`src/rtl/spdif_transmit_if.sv`:
```
`default_nettype none
// ============================================================================
// Module      : spdif_transmit_if
// Description : Sample input / S/PDIF line output bundle for spdif_transmit.
// Revision    : 1.0 - initial release
// ============================================================================
interface spdif_transmit_if;
    logic [31:0] data_left;
    logic [31:0] data_right;
    logic        spdif_out;
    logic        frame_start;
    logic        block_start;

    modport master (
        output data_left,
        output data_right,
        input  spdif_out,
        input  frame_start,
        input  block_start
    );

    modport slave (
        input  data_left,
        input  data_right,
        output spdif_out,
        output frame_start,
        output block_start
    );
endinterface
`default_nettype wire

```
`src/rtl/spdif_transmit.sv`:
```
`default_nettype none
// ============================================================================
// Module      : spdif_transmit
// Description : IEC 60958 consumer transmitter, one clock per biphase half-cell.
// Revision    : 1.0 - initial release
// ============================================================================
module spdif_transmit #(
    parameter logic [31:0] CS_WORD = 32'h02000004
) (
    input  wire logic         clk,
    input  wire logic         rst_n,
    spdif_transmit_if.slave   bus
);

    localparam logic [7:0] c_pre_b = 8'b11101000;
    localparam logic [7:0] c_pre_m = 8'b11100010;
    localparam logic [7:0] c_pre_w = 8'b11100100;

    // r_hc / r_frame index the half-cell that the next edge will drive
    logic [6:0]  r_hc;
    logic [7:0]  r_frame;
    logic [23:0] r_left;
    logic [23:0] r_right;
    logic        r_par;
    logic        r_line;
    logic        r_pre_inv;
    logic        r_fs;
    logic        r_bs;

    logic [4:0]  w_t;
    logic        w_half;
    logic        w_right;
    logic [23:0] w_sample;
    logic [4:0]  w_aidx;
    logic [2:0]  w_pidx;
    logic [7:0]  w_pre;
    logic        w_cs;
    logic        w_bit;
    logic        w_next;
    logic        w_unused;

    assign w_unused = ^{bus.data_left[7:0], bus.data_right[7:0]};

    always_comb begin
        w_t      = r_hc[5:1];
        w_half   = r_hc[0];
        w_right  = r_hc[6];
        w_sample = w_right ? r_right : r_left;
        w_aidx   = w_t - 5'd4;
        w_pidx   = r_hc[2:0];
        w_cs     = (r_frame < 8'd32) ? CS_WORD[r_frame[4:0]] : 1'b0;

        if (w_right)
            w_pre = c_pre_w;
        else if (r_frame == 8'd0)
            w_pre = c_pre_b;
        else
            w_pre = c_pre_m;

        w_bit = 1'b0;
        if (w_t >= 5'd4 && w_t <= 5'd27)
            w_bit = w_sample[w_aidx];
        else if (w_t == 5'd30)
            w_bit = w_cs;
        else if (w_t == 5'd31)
            w_bit = r_par;

        // Preamble polarity follows the line level held just before its first half-cell
        if (w_t < 5'd4)
            w_next = w_pre[3'd7 - w_pidx] ^ ((w_pidx == 3'd0) ? r_line : r_pre_inv);
        else if (!w_half)
            w_next = ~r_line;
        else
            w_next = r_line ^ w_bit;
    end

    always_ff @(posedge clk or negedge rst_n) begin
        if (!rst_n) begin
            r_hc      <= 7'd0;
            r_frame   <= 8'd0;
            r_left    <= 24'd0;
            r_right   <= 24'd0;
            r_par     <= 1'b0;
            r_line    <= 1'b0;
            r_pre_inv <= 1'b0;
            r_fs      <= 1'b0;
            r_bs      <= 1'b0;
        end else begin
            r_line <= w_next;
            r_fs   <= (r_hc == 7'd0);
            r_bs   <= (r_hc == 7'd0) && (r_frame == 8'd0);
            r_hc   <= r_hc + 7'd1;

            if (r_hc == 7'd127)
                r_frame <= (r_frame == 8'd191) ? 8'd0 : r_frame + 8'd1;

            if (r_hc == 7'd0) begin
                r_left  <= bus.data_left[31:8];
                r_right <= bus.data_right[31:8];
            end

            if (w_t < 5'd4 && w_pidx == 3'd0)
                r_pre_inv <= r_line;

            // Parity accumulates each data slot once, on its first half-cell
            if (!w_half) begin
                if (w_t == 5'd0)
                    r_par <= 1'b0;
                else if (w_t >= 5'd4 && w_t <= 5'd30)
                    r_par <= r_par ^ w_bit;
            end
        end
    end

    assign bus.spdif_out   = r_line;
    assign bus.frame_start = r_fs;
    assign bus.block_start = r_bs;

endmodule
`default_nettype wire

```
`src/flat_wrapper.sv`:
```
// flat-port wrapper written by rule: the top's interface ports become plain ports
module spdif_transmit_flat 
#(
    parameter logic [31:0] CS_WORD = 32'h02000004
)
  (clk, rst_n, bus_data_left, bus_data_right, bus_spdif_out, bus_frame_start, bus_block_start);
  spdif_transmit_if bus_i ();
  input  wire logic clk;
  input  wire logic rst_n;
  input wire logic [$bits(bus_i.data_left)-1:0] bus_data_left;
  input wire logic [$bits(bus_i.data_right)-1:0] bus_data_right;
  output wire logic [$bits(bus_i.spdif_out)-1:0] bus_spdif_out;
  output wire logic [$bits(bus_i.frame_start)-1:0] bus_frame_start;
  output wire logic [$bits(bus_i.block_start)-1:0] bus_block_start;
  assign bus_i.data_left = bus_data_left;
  assign bus_i.data_right = bus_data_right;
  assign bus_spdif_out = bus_i.spdif_out;
  assign bus_frame_start = bus_i.frame_start;
  assign bus_block_start = bus_i.block_start;
  spdif_transmit #(.CS_WORD(CS_WORD)) u_core (.clk(clk), .rst_n(rst_n), .bus(bus_i));
endmodule
```
`config.mk`:
```
export PLATFORM = sky130hd
export DESIGN_NAME = spdif_transmit_flat
export DESIGN_NICKNAME = d
export VERILOG_FILES = /design/src/rtl/spdif_transmit_if.sv /design/src/rtl/spdif_transmit.sv /design/src/flat_wrapper.sv
export SDC_FILE = /design/constraint.sdc
export NUM_CORES = 1
export LEC_CHECK = 0
export BUFFER_PORTS_ARGS = -buffer_cell sky130_fd_sc_hd__buf_2
export CORE_MARGIN = 2
export CORE_UTILIZATION = 24
export DETAILED_ROUTE_END_ITERATION = 10
export PLACE_DENSITY = 0.5
export SKIP_LAST_GASP = 1
export SYNTH_ARGS = -nofsm -noshare
export SYNTH_HDL_FRONTEND = slang
export SYNTH_SLANG_ARGS = --single-unit
```
`constraint.sdc`:
```
create_clock -name clk -period 4.4 [get_ports clk]
set_input_delay 0.66 -clock clk [delete_from_list [all_inputs] [get_ports clk]]
set_output_delay 0.66 -clock clk [all_outputs]
set_load 0.05 [all_outputs]
```
=== Word-level counts from Yosys, hierarchy flattened ===
Memory sizes are Yosys's and may differ from the RTL's.
Cells that the tools add are included.

* $add $sub $neg: 4
* Order comparisons: 8
* Equal/unequal tests: 4
* Mux-type cells: 18
* Bitwise gates (word level): 5
* Reduce and logical (&&, ||, !) cells: 10

{| class="wikitable"
|+ Operators with widths
! cell !! number
|-
| 24-bit 2-to-1 mux || 1
|-
| 5-bit by 6-bit less-than comparator with 1-bit output (second input constant) || 2
|-
| 1-bit 2-to-1 mux || 12
|-
| 5-bit == test (second input constant) || 2
|-
| 5-bit less-or-equal comparator (second input constant) || 2
|-
| 8-bit by 1-bit adder with 8-bit output (second input constant) || 1
|-
| 8-bit == test (second input constant) || 1
|-
| 8-bit zero test || 1
|-
| 8-bit by 6-bit less-than comparator with 1-bit output (second input constant) || 1
|-
| 4-bit 2-to-1 mux || 2
|-
| 8-bit 2-to-1 mux || 1
|-
| 7-bit by 1-bit adder with 7-bit output (second input constant) || 1
|-
| 7-bit == test (second input constant) || 1
|-
| 7-bit zero test || 1
|-
| 1-bit binary-select mux with 5-bit select || 1
|-
| 5-bit by 3-bit greater-or-equal comparator with 1-bit output (second input constant) || 1
|-
| 5-bit zero test || 1
|-
| 5-bit by 3-bit less-than comparator with 1-bit output (second input constant) || 1
|-
| 5-bit by 3-bit subtractor with 5-bit output (second input constant) || 1
|-
| 1-bit logical AND || 4
|-
| 3-bit by 4-bit less-than comparator with 1-bit output (second input constant) || 1
|-
| 1-bit binary-select mux with 3-bit select || 1
|-
| 3-bit zero test || 1
|-
| 3-bit subtractor (first input constant) || 1
|-
| other kinds (4) || 7
|}

* Register bits: 68
* Bits in read-only memories: 32
* Input bits: 66
* Output and inout port bits: 3
* Memories kept: 1

{| class="wikitable"
|+ Memory list
! name !! words !! bits a word !! rd ports !! clocked after memory_dff !! wr ports !! line !! text
|-
| (no name shown) || 32 || 1 || 1 || 0 || 0 || spdif_transmit.sv:51 || <nowiki>w_cs = (r_frame < 8'd32) ? CS_WORD[r_frame[4:0]] : 1'b0;</nowiki>
|}

=== Depth between registers and ports, before layout ===
* Depth in word-level cells: 8
* Depth in mapped cells: 10
* Gate-level depth less buffers: 9

=== Worst setup path before layout ===
Ideal clock, no wire load.

* Path type: reg2reg
* Start: register u_core.r_hc[1]
* End: register u_core.r_left[0]
* Arrival: 2.204 ns
* Required time: 4.275 ns
* Path slack: 2.071 ns
* Cell stages (with the launch flop): 11
* Path buffers: 5
* Cell sequence: dfrtp_1 buf_6 buf_2 buf_2 inv_1 ha_1 nand3b_1 nor2_1 buf_2 buf_4 mux2_2

* Longest elaborated chain between the ends: 1

{| class="wikitable"
|+ Ends and longest elaborated chain
! element !! line !! text
|-
| start: declaration || spdif_transmit.sv:20 || <nowiki>logic [6:0] r_hc;</nowiki>
|-
| start signal: assignment || spdif_transmit.sv:92 || <nowiki>r_hc <= r_hc + 7'd1;</nowiki>
|-
| 7-bit zero test || spdif_transmit.sv:97 || <nowiki>if (r_hc == 7'd0) begin</nowiki>
|-
| end signal: assignment || spdif_transmit.sv:98 || <nowiki>r_left <= bus.data_left[31:8];</nowiki>
|-
| end: declaration || spdif_transmit.sv:22 || <nowiki>logic [23:0] r_left;</nowiki>
|}

No other way between the ends.
A chain may end at the register's enable or synchronous reset.

=== Worst setup path after layout ===
* Start: register u_core.r_hc[3]
* End: register u_core.r_left[22]

The elaborated chain is that of the path after synthesis.

==> run summary <==
FF+latch count, synth -> 68
reg2reg path depth -> 5
commonest non-fill, non-tap cell in the layout -> dfrtp_1
syn_area_per_cell -> 12.39 um2
share of the synthesized area in the top cell type -> 49.40%
Vias -> 2273
CP Data Required Time -> 4.60 ns
gr usage total -> 10.47%
area of placed instances -> 3891 um2
Routed WL per cell -> 13.77 um
Root Driver -> clkbuf_16
LEAKAGE -> 1.776 nW
initial antenna violation count -> 0
clk_skew -> 0.008406 ns
commonest cells after routing, fill and taps aside -> dfrtp_1, mux2_2, buf_2, nand2_1, mux2i_1
Max-slew headroom -> 48.19%
critical path class -> reg -> reg
Max clock buf depth -> 2
Post-Syn Area -> 3445 um2
ys async rst share -> 100.0%
setup TNS -> 0 ns
Startpoint Class -> flop
fin nets -> 407
global-route wire length before repair -> 12210 um
# diodes -> 0
Syn Inst Count -> 278
antenna-violating nets left -> 0
CP arrival -> 3.10 ns
maximum clock rate -> 0.3455 GHz
Initial Util -> 24.72%
Die W -> 123.8 um
Reg-to-Reg End -> u_core.r_left[22]
net count after synthesis -> 355
CP peak stage delay -> 0.65 ns
unrepaired setup endpoints after global routing -> false
setup bufs post-CTS -> 0
Setup violations, final -> 0
layout cells sized above 1 -> 40.00%
sequential-to-total area share from yosys stat -> 49.40%
multi-input combinational cell area -> 1637 um2
Clock transition at path regs -> 0.06 ns
crit share post-route -> 65.77%
fin. max-slew vios -> 0
CP max FO -> 27
Most used DFF post-synth -> dfrtp_1
CTS resizes -> 0
gr ovfl total -> 0
final critical-path required period -> 2.894 ns
H-tree levels -> 3
num rows -> 43
slowest stage cell, crit path -> nor2_4
number of flops mapped to enable cells by yosys -> 0
Yosys top cell by area -> dfrtp_1
Routed WL -> 7092 um
Crit. End Element -> flop
Worst Tran Pin Value -> 0.7753 ns
CTS tree -> done
VDD IR max -> 0.0001711 V
outcome -> complete, no violations
crit path cell chain -> or3_1 > nand3b_1 > nor2_4 > buf_4 > mux2_2
GP Congestion -> 0.7428
Placeable Area -> 13930 um2
worst skew pair latency -> 0.32 ns
WHS -> 0.3609 ns
1st-iter DRT viols -> 99
main area contributors after synthesis -> dfrtp_1, mux2_2, mux2i_1, ha_1, mux4_2
worst r2r src -> u_core.r_hc[3]
CTS Buf Count -> 9
area grow syn2layout -> 22.45%
Pwr Density -> 366.7 nW/um2
maxcap violations -> 0
Vias per Instance -> 4.414
Die Span Y -> 123.8 um
largest net degree at the start of global routing -> 40
final non-filler cell area -> 4218 um2
# port buffers -> 52
r2r setup slk -> 1.51 ns
Synth Warn # -> 0
Final Hold Viols -> 0
sequential cell area -> 1702 um2
die area -> 15330 um2
# IOs -> 69
Hold Crit Class -> in -> async
Post-route DRC -> 0
fillers -> 1430
cts hold-fix bufs -> 0
dpl hpwl -> 5229 um
CTS sink cnt -> 68
Initial DRT Pass Iterations -> 4
Synth cell types -> 41
vias in the first global route -> 2411
## power breakdown
part / total [mW] / internal, mW / switching, mW
sequential: 0.674 / 0.655 / 0.0190
clock: 0.769 / 0.511 / 0.258
combinational: 0.104 / 0.0513 / 0.0522
## through the flow
stage          power, mW  utilization [%]  setup slack [ns]  std cells
6_report           1.547            30.27             1.506        515
3_5_place_dp      0.7932            27.92             1.453        499
3_3_place_gp      0.7897            27.92             1.508        499
5_1_grt            1.618            30.27             1.235        515
2_1_floorplan     0.7376                -             2.071        278
4_1_cts            1.573            30.27             1.449        515
## synthesized netlist by cell type (all sizes together), types with 3 or more instances
library cell and n:
and3 4, o31ai 4, inv 8, clkbuf 4
nand3 9, nand4 3, or3 3, mux4 6
nand2b 4, buf 12, mux2 53, a21oi 5
mux2i 14, nor3 4, xor2 4, o21ai 5
dfrtp 68, nor2 9, ha 11, nor3b 3
xnor2 9, nand2 15
## worst max-delay path by stage
stage               slack [ns]              endpoint      startpoint
floorplan                 2.07      u_core.r_left[0]  u_core.r_hc[1]
global placement          1.51    u_core.r_right[19]  u_core.r_hc[3]
detailed placement        1.45     u_core.r_left[20]  u_core.r_hc[3]
CTS                       1.45     u_core.r_left[22]  u_core.r_hc[3]
global route              1.24  u_core.bus.spdif_out  u_core.r_hc[3]
finish                    1.51     u_core.r_left[22]  u_core.r_hc[3]
## critical path, delay by kind of cell, from the launching register on
family,cells,cell delay [ns]
DFF,1,0.60
and+or+nand+nor,3,1.48
buffers and inverters,1,0.33
muxes,1,0.35
## registers in the layout, summed over array words and instances (netlist names)
register,flops
u_core.bus.block_start,1
u_core.bus.frame_start,1
u_core.bus.spdif_out,1
u_core.r_frame,8
u_core.r_hc,7
u_core.r_left,24
u_core.r_par,1
u_core.r_pre_inv,1
u_core.r_right,24
## cells by family (layout without fill, tap and decap cells)
family	after synthesis	after routing	synth area share (%)
flip-flops	68	68	49.40
multiplexers	73	73	25.32
adder cells (fa/ha/maj)	11	11	3.996
buffers and inverters	24	81	3.306
XOR/XNOR	13	13	3.306
AND/OR/NAND/NOR	63	63	9.480
AO/OA/AOI/OAI	26	26	5.195
## per-layer routing
metal	vias to the layer above	routed length, um	GRT usage (%)
li1	1103	-	-
met1	1117	3365	13.89
met2	46	3349	16.31
met3	7	282	3.022
met4	0	94	3.622
met5	-	0	0
## area by class of cell
type                            instances  area share, %
Sequential cell                        68          40.34
Multi-Input combinational cell        186          38.80
Timing Repair Buffer                   57          7.060
Clock buffer                           10          5.666
Tap cell                              180          5.340
Clock inverter                          6          2.077
Inverter                                8         0.7120
No activity file was read; power rests on OpenSTA's default activity.
